===== src/rtl/sliding_window_gen_if.sv =====
// sliding_window_gen_if: pixel-in and window-out valid/ready handshakes
interface sliding_window_gen_if #(
  parameter int BIT_DEPTH = 8,
  parameter int KSIZE     = 3
);
  logic                             in_valid;
  logic                             in_ready;
  logic [BIT_DEPTH-1:0]             in_data;
  logic                             win_valid;
  logic                             win_ready;
  logic [KSIZE*KSIZE*BIT_DEPTH-1:0] win_data;
  modport master (output in_valid, in_data, win_ready, input in_ready, win_valid, win_data);
  modport slave  (input in_valid, in_data, win_ready, output in_ready, win_valid, win_data);
endinterface


===== src/rtl/sliding_window_gen.sv =====
// sliding_window_gen: raster pixel stream to packed KxK windows using KSIZE-1 line memories
module sliding_window_gen #(
  parameter int BIT_DEPTH  = 8,
  parameter int KSIZE      = 3,
  parameter int IMG_WIDTH  = 8,
  parameter int IMG_HEIGHT = 8
) (
  input  logic               clk,
  input  logic               rst_n,
  input  logic               start,
  sliding_window_gen_if.slave s,
  output logic               frame_done,
  output logic               busy
);
  localparam int CW = IMG_WIDTH > 1 ? $clog2(IMG_WIDTH) : 1;
  localparam int RW = IMG_HEIGHT > 1 ? $clog2(IMG_HEIGHT) : 1;
  localparam int WW = KSIZE * KSIZE * BIT_DEPTH;
  localparam logic [CW-1:0] COL_LAST = CW'(IMG_WIDTH - 1);
  localparam logic [CW-1:0] COL_K    = CW'(KSIZE - 1);
  localparam logic [RW-1:0] ROW_LAST = RW'(IMG_HEIGHT - 1);
  localparam logic [RW-1:0] ROW_FILL = RW'(KSIZE - 2);
  localparam logic [RW-1:0] ROW_K    = RW'(KSIZE - 1);
  typedef enum logic [1:0] {IDLE, FILL, STREAM, DONE} state_t;
  state_t               state_q, state_d;
  logic [CW-1:0]        col_q, col_d;
  logic [RW-1:0]        row_q, row_d;
  logic                 win_valid_q, win_valid_d;
  logic                 frame_done_q, frame_done_d;
  logic [WW-1:0]        win_q, win_d;
  logic [BIT_DEPTH-1:0] line_q [KSIZE-1][IMG_WIDTH];
  logic [BIT_DEPTH-1:0] col_v [KSIZE];
  logic                 active, accept, eol, produce, restart;
  assign active     = state_q == FILL || state_q == STREAM;
  assign s.in_ready = active && (!win_valid_q || s.win_ready);
  assign accept     = s.in_valid && s.in_ready;
  assign eol        = col_q == COL_LAST;
  assign produce    = accept && row_q >= ROW_K && col_q >= COL_K;
  assign restart    = start && (state_q == IDLE || state_q == DONE);
  assign busy       = active;
  assign frame_done = frame_done_q;
  assign s.win_valid = win_valid_q;
  assign s.win_data  = win_q;
  always_comb begin
    state_d      = state_q;
    col_d        = col_q;
    row_d        = row_q;
    frame_done_d = 1'b0;
    win_valid_d  = produce ? 1'b1 : win_valid_q && !s.win_ready;
    if (restart) begin
      state_d = FILL;
      col_d   = '0;
      row_d   = '0;
    end else if (accept) begin
      col_d = eol ? '0 : col_q + 1'b1;
      row_d = !eol ? row_q : (row_q == ROW_LAST ? '0 : row_q + 1'b1);
      if (eol && state_q == FILL && row_q == ROW_FILL) state_d = STREAM;
      if (eol && state_q == STREAM && row_q == ROW_LAST) begin
        state_d      = DONE;
        frame_done_d = 1'b1;
      end
    end
  end
  // new rightmost window column: stored rows oldest first, incoming pixel last
  always_comb begin
    col_v[KSIZE-1] = s.in_data;
    for (int r = 0; r < KSIZE - 1; r++) col_v[r] = line_q[KSIZE-2-r][col_q];
    win_d = win_q;
    if (accept)
      for (int r = 0; r < KSIZE; r++) begin
        for (int c = 0; c < KSIZE - 1; c++)
          win_d[(r*KSIZE+c)*BIT_DEPTH +: BIT_DEPTH] = win_q[(r*KSIZE+c+1)*BIT_DEPTH +: BIT_DEPTH];
        win_d[(r*KSIZE+KSIZE-1)*BIT_DEPTH +: BIT_DEPTH] = col_v[r];
      end
  end
  always_ff @(posedge clk or negedge rst_n) begin
    if (!rst_n) begin
      state_q      <= IDLE;
      col_q        <= '0;
      row_q        <= '0;
      win_valid_q  <= 1'b0;
      frame_done_q <= 1'b0;
      win_q        <= '0;
    end else begin
      state_q      <= state_d;
      col_q        <= col_d;
      row_q        <= row_d;
      win_valid_q  <= win_valid_d;
      frame_done_q <= frame_done_d;
      win_q        <= win_d;
    end
  end
  always_ff @(posedge clk) begin
    if (accept) begin
      for (int k = KSIZE - 2; k > 0; k--) line_q[k][col_q] <= line_q[k-1][col_q];
      line_q[0][col_q] <= s.in_data;
    end
  end
endmodule


===== src/flat_wrapper.sv =====
// flat-port wrapper written by rule: the top's interface ports become plain ports
module sliding_window_gen_flat 
#(
  parameter int BIT_DEPTH  = 8,
  parameter int KSIZE      = 3,
  parameter int IMG_WIDTH  = 8,
  parameter int IMG_HEIGHT = 8
)
  (clk, rst_n, start, frame_done, busy, s_in_valid, s_in_data, s_win_ready, s_in_ready, s_win_valid, s_win_data);
  sliding_window_gen_if #(.BIT_DEPTH(BIT_DEPTH), .KSIZE(KSIZE)) s_i ();
  input  logic clk;
  input  logic rst_n;
  input  logic start;
  output logic frame_done;
  output logic busy;
  input wire logic [$bits(s_i.in_valid)-1:0] s_in_valid;
  input wire logic [$bits(s_i.in_data)-1:0] s_in_data;
  input wire logic [$bits(s_i.win_ready)-1:0] s_win_ready;
  output wire logic [$bits(s_i.in_ready)-1:0] s_in_ready;
  output wire logic [$bits(s_i.win_valid)-1:0] s_win_valid;
  output wire logic [$bits(s_i.win_data)-1:0] s_win_data;
  assign s_i.in_valid = s_in_valid;
  assign s_i.in_data = s_in_data;
  assign s_i.win_ready = s_win_ready;
  assign s_in_ready = s_i.in_ready;
  assign s_win_valid = s_i.win_valid;
  assign s_win_data = s_i.win_data;
  sliding_window_gen #(.BIT_DEPTH(BIT_DEPTH), .KSIZE(KSIZE), .IMG_WIDTH(IMG_WIDTH), .IMG_HEIGHT(IMG_HEIGHT)) u_core (.clk(clk), .rst_n(rst_n), .start(start), .s(s_i), .frame_done(frame_done), .busy(busy));
endmodule

===== config.mk =====
export PLATFORM = sky130hd
export DESIGN_NAME = sliding_window_gen_flat
export DESIGN_NICKNAME = d
export VERILOG_FILES = /design/src/rtl/sliding_window_gen_if.sv /design/src/rtl/sliding_window_gen.sv /design/src/flat_wrapper.sv
export SDC_FILE = /design/constraint.sdc
export NUM_CORES = 1
export LEC_CHECK = 0
export ABC_AREA = 0
export BUFFER_PORTS_ARGS = -buffer_cell sky130_fd_sc_hd__buf_4
export CORE_MARGIN = 4
export CORE_UTILIZATION = 40
export DETAILED_ROUTE_END_ITERATION = 8
export PLACE_DENSITY_LB_ADDON = 0.08
export SYNTH_ARGS = -nofsm -noshare
export SYNTH_HDL_FRONTEND = slang
export SYNTH_SLANG_ARGS = --single-unit

===== constraint.sdc =====
create_clock -name clk -period 3.85 [get_ports clk]
set_input_delay 0.1925 -clock clk [delete_from_list [all_inputs] [get_ports clk]]
set_output_delay 0.1925 -clock clk [all_outputs]
set_load 0.005 [all_outputs]

Word level (Yosys, flattened, before mapping)
Memory sizes are Yosys's and may differ from the RTL's.
Cells that the tools add are included.
W data, S select, Z words.

word-level totals
  memories = 1
  register bits after elaboration = 82
  bits in writable memories = 128
  latch bits = 0
  ROM bits = 0
  output and inout bits = 76

cells by class
  multipliers = 0
  mux-type cells = 25
  $lt $le $gt $ge = 4
  reductions and logical operators = 22
  eq/ne operators = 6
  bitwise logic cells = 1
  div/mod/pow operators = 0
  $add $sub $neg = 2
  shift operators = 0

memory list
  name           words  bits a word  rd ports  clocked after Yosys merged registers in  write ports  RTL line                  text
  u_core.line_q  2      64           2         0                                        2            sliding_window_gen.sv:30  logic [BIT_DEPTH-1:0] line_q [KSIZE-1][IMG_WIDTH];

operators with widths
  cell                   number
  $mux W64               1
  $bmux W8 S3            2
  $mux W8                5
  $demux W8 S3           1
  $mux W3                7
  $logic_and A1 B1 Y1    11
  $mux W2                4
  $add A3 B1 Y3 const B  2
  $eq A3 B3 Y1 const B   2
  $ge A3 B2 Y1 const B   2
  $mux W1                5
  $eq A2 B2 Y1 const B   2
  $ge A4 B4 Y1 const B   1
  $lt A4 B1 Y1 const B   1
  $not A3 Y4             1
  $reduce_and A2 Y1      2
  $reduce_bool A2 Y1     2
  $eq A3 B1 Y1 const B   1
  $logic_or A1 B1 Y1     3
  $reduce_bool A3 Y1     1
  $eq A2 B1 Y1 const B   1
  $logic_not A1 Y1       2
  $logic_not A2 Y1       1

Longest topological paths before layout
  word-level depth = 7
  gate-level depth with buffers = 9

Worst setup path before layout
No wires, ideal clock.

  path kind = register to register
  start point = register u_core.state_q[0]
  end point = memory u_core.line_q[0][120] in the netlist's numbering (enable)
  data required time = 3.420 ns
  clock period less this slack = 3.125 ns
  stages on the path, launching flop included = 7
  arrival time = 2.694 ns
  library setup time = 0.430 ns
  slack = 0.725 ns
  cells stage by stage = dfrtp_1 -> inv_1 -> ha_1 -> inv_1 -> nand3_1 -> clkbuf_1 -> nor4_1

RTL lines
  what                    RTL line                  text
  from (decl)             sliding_window_gen.sv:24  state_t state_q, state_d;
  from (signal assigned)  sliding_window_gen.sv:84  state_q <= state_d;
  to (decl)               sliding_window_gen.sv:30

==> out/metrics.csv <==
stage;metric;value;unit
status;status;finished clean;
floorplanning;fp.dieH;151.6;um
cts;cts-root-buf;clkbuf_16;
route;num_vias;5016;
synthesis;synthCells;615;
route;drtAntennaViolNets;0;
worst_setup_path;cpPeakStageDelay;0.73;ns
layout;n_antenna_cell;0;
power;p_leak;0.004243;uW
route;routed_wl;18760;um
synthesis;yosys_register_bits;210;
worst_setup_path;crit_buf_inv;3;
layout;fillers;1775;
floorplanning;io_pins;89;
synthesis;synth.avg_cell_area;13.41;um^2
place;dp_hpwl;12520;um
grt;grt_max_degree;77;
layout;finalCoreUtilization;50.07;%
route;wl_per_cell;18.50;um
grt;antenna_found_initial;0;
worst_setup_path;path_common_cell;inv_1;
cts;cts_setup_buffers;0;
worst_setup_path;slowest_stage;nor4_2;
grt;grt_usage;16.46;%
power;p_per_area;820.0;mW/mm^2
cts;clk_path_buf_depth;3;
place;gp_congestion;0.7602;
floorplanning;initial_utilization;40.74;%
cts;tritoncts;yes;
layout;layout-drive-gt1-share;21.91;%
timing;tightest_slew;0.8900;ns
worst_setup_path;crit_arrival;2.74;ns
worst_setup_path;startpoint_type;register;
layout;area_growth;22.90;%
cts;clkLatencyLatePin;0.51;ns
cts;cts.clk_slew.worst_paths;0.06;ns
worst_setup_path;critical_path_required;4.06;ns
timing;relSlewSlack;40.67;%
floorplanning;core_area;0.02023;mm^2
timing;setup_tns;0;ns
route;drt-vias-per-instance;4.947;
grt;grt_pass1_vias;5208;
timing;rsz0062_at_grt;false;
cts;cts_made_buffers;24;
layout;seqCellArea;0.005898;mm^2
layout;fin_nets;748;
route;firstDrtPassIters;4;
worst_setup_path;cp_cell_sequence;inv_1, ha_1, inv_1, nand3_2, nor4_2, buf_4;
synthesis;synth_cell_types;38;
place;port_buffers;88;
floorplanning;die_w;151.6;um
timing;period_needed;2.528;ns
worst_setup_path;crit_type;reg -> reg;
synthesis;synth_top_area_share;46.62;%
route;drt_iter0_drc;233;
synthesis;synth.largest_area_cell;edfxtp_1;
grt;grt_pass1_wl;29370;um
timing;fmax;0.3956;GHz
timing;fin_crit_sh;65.66;%
worst_setup_path;crit_family;simple AND/OR/NAND/NOR gates;
cts;clock_sinks;210;
power;vdd_drop_max;0.3638;mV
route;remaining_drc_errors;0;
cts;htreeDepth;1;
floorplanning;dieArea;0.02297;mm^2
timing;clock_skew;0.01728;ns
hold_path;hold_path.class;in -> reg;
synthesis;synth_seq_area_share;71.51;%
layout;multi_input_area;0.002175;mm^2
grt;overflow;0;
timing;finalHoldViolCount;0;
timing;drv_slew;0;
synthesis;yosysWarnings;0;
floorplanning;rows;52;
run;cap_violations;0;
synthesis;synth_area_leaders;edfxtp_1, dfrtp_1, nand2_1;
synthesis;netlist_area;0.008244;mm^2
timing;final-setup-viol-count;0;
worst_setup_path;cp-end-kind;register;
synthesis;syn-num-nets;637;
worst_setup_path;cp_max_fo;11;
-- power by group --
group / internal [uW] / total [uW] / leakage [uW] / switching, uW
clock network: 1340 / 2210 / 0.000376 / 870
logic: 1140 / 2480 / 0.00168 / 1340
registers: 3150 / 3620 / 0.00218 / 473
-- layout make-up --
type                            count  share of cell area (%)
Tap cell                          270                   3.334
Clock buffer                       31                   6.495
Sequential cell                   210                   58.21
Timing Repair Buffer              118                   8.990
Multi-Input combinational cell    363                   21.46
Clock inverter                     13                   1.173
Inverter                            9                  0.3334
-- routing by layer --
metal  vias up  GRT usage, %  routed length [um]  part of all wire [%]
li1       2393             -                   -                     -
met1      2499         22.06                8134                    43
met2        92         27.92                9524                    51
met3        32         3.064                 756                   4.0
met4         0         3.953                 341                   1.8
met5         -             0                   0                     0
-- Yosys cell counts, drive strengths merged --
cell type and instances:
a21oi 3, a221oi 2, a22o 2, a22oi 12, a31oi 1, and2 2, and3 1, buf 21
clkbuf 12, dfrtp 82, edfxtp 128, ha 9, inv 9, mux2 9, mux2i 59, nand2 190
nand2b 5, nand3 15, nand3b 3, nand4 1, nand4b 1, nor2 11, nor2b 2, nor3 5
nor4 1, o211ai 2, o21a 1, o21ai 7, o221ai 7, o22a 7, o22ai 2, o2bb2ai 1
o32ai 1, or2 1
-- per-stage QoR --
stage	setup slack (ns)	area [um^2]	total power, uW	hold WS, ns	instances
after floorplan	0.7255	8244	4903	-0.1031	615
final	1.322	10130	8309	0.1174	1014
after detailed placement	1.271	9255	6185	0.2280	960
after global placement	1.375	9255	6130	0.2213	960
after CTS	1.264	10130	8434	0.1019	1014
after global routing	1.068	10130	8825	0.1648	1014
-- registers in the layout (all words and copies together) (netlist names) --
name,cells
u_core.s.win_valid,1
u_core.frame_done,1
u_core.col_q,3
u_core.state_q,2
u_core.line_q,128
u_core.row_q,3
u_core.s.win_data,72
-- worst register-to-register path, stage by stage, from the launching register on --
cell and delay, ns:
dfrtp_1 0.36, inv_1 0.06, ha_1 0.32, inv_1 0.14, nand3_2 0.28, nor4_2 0.73, buf_4 0.34
-- logic make-up after synthesis --
family | Yosys count | synth area share, %
and+or+nand+nor | 238 | 11.73
DFF | 210 | 71.51
muxes | 68 | 8.484
AOI/OAI and AO/OA | 48 | 4.401
buffers and inverters | 42 | 2.504
adders and majority gates | 9 | 1.366
-- cells in the final DEF, fill, tap and decap left out, drive strengths merged, types with 11 or more instances in the layout --
| master | instances |
|---|---|
| a22oi | 12 |
| buf | 108 |
| clkbuf | 31 |
| dfrtp | 82 |
| edfxtp | 128 |
| mux2i | 59 |
| nand2 | 190 |
| nand3 | 15 |
| nor2 | 11 |
-- timing repair --
item | CTS | global route
endpoints found under the hold margin | 113 | 0
hold buffers | 10 | 0
resized for setup | 0 | 0
-- path summary, 6_finish.rpt --
| path | from | end | slack [ns] | cells past startpoint |
|---|---|---|---|---|
| max in group asynchronous | rst_n | u_core.s.win_data[70]$_DFFE_PN0P_ | 2.68 | 3 |
| worst max-delay path | u_core.state_q[0]$_DFFE_PN0P_ | u_core.line_q[0][60]$_DFFE_PP_ | 1.32 | 6 |
| worst min-delay path | s_in_valid | u_core.row_q[1]$_DFFE_PN0P_ | 0.12 | 3 |
| worst min register to register | u_core.s.win_data[50]$_DFFE_PN0P_ | u_core.s.win_data[50]$_DFFE_PN0P_ | 0.47 | 2 |
| min in group asynchronous | rst_n | u_core.s.win_data[46]$_DFFE_PN0P_ | 0.23 | 2 |
| worst max register to register | u_core.state_q[0]$_DFFE_PN0P_ | u_core.line_q[0][60]$_DFFE_PP_ | 1.32 | 6 |
(Power assumes the default switching activity.)
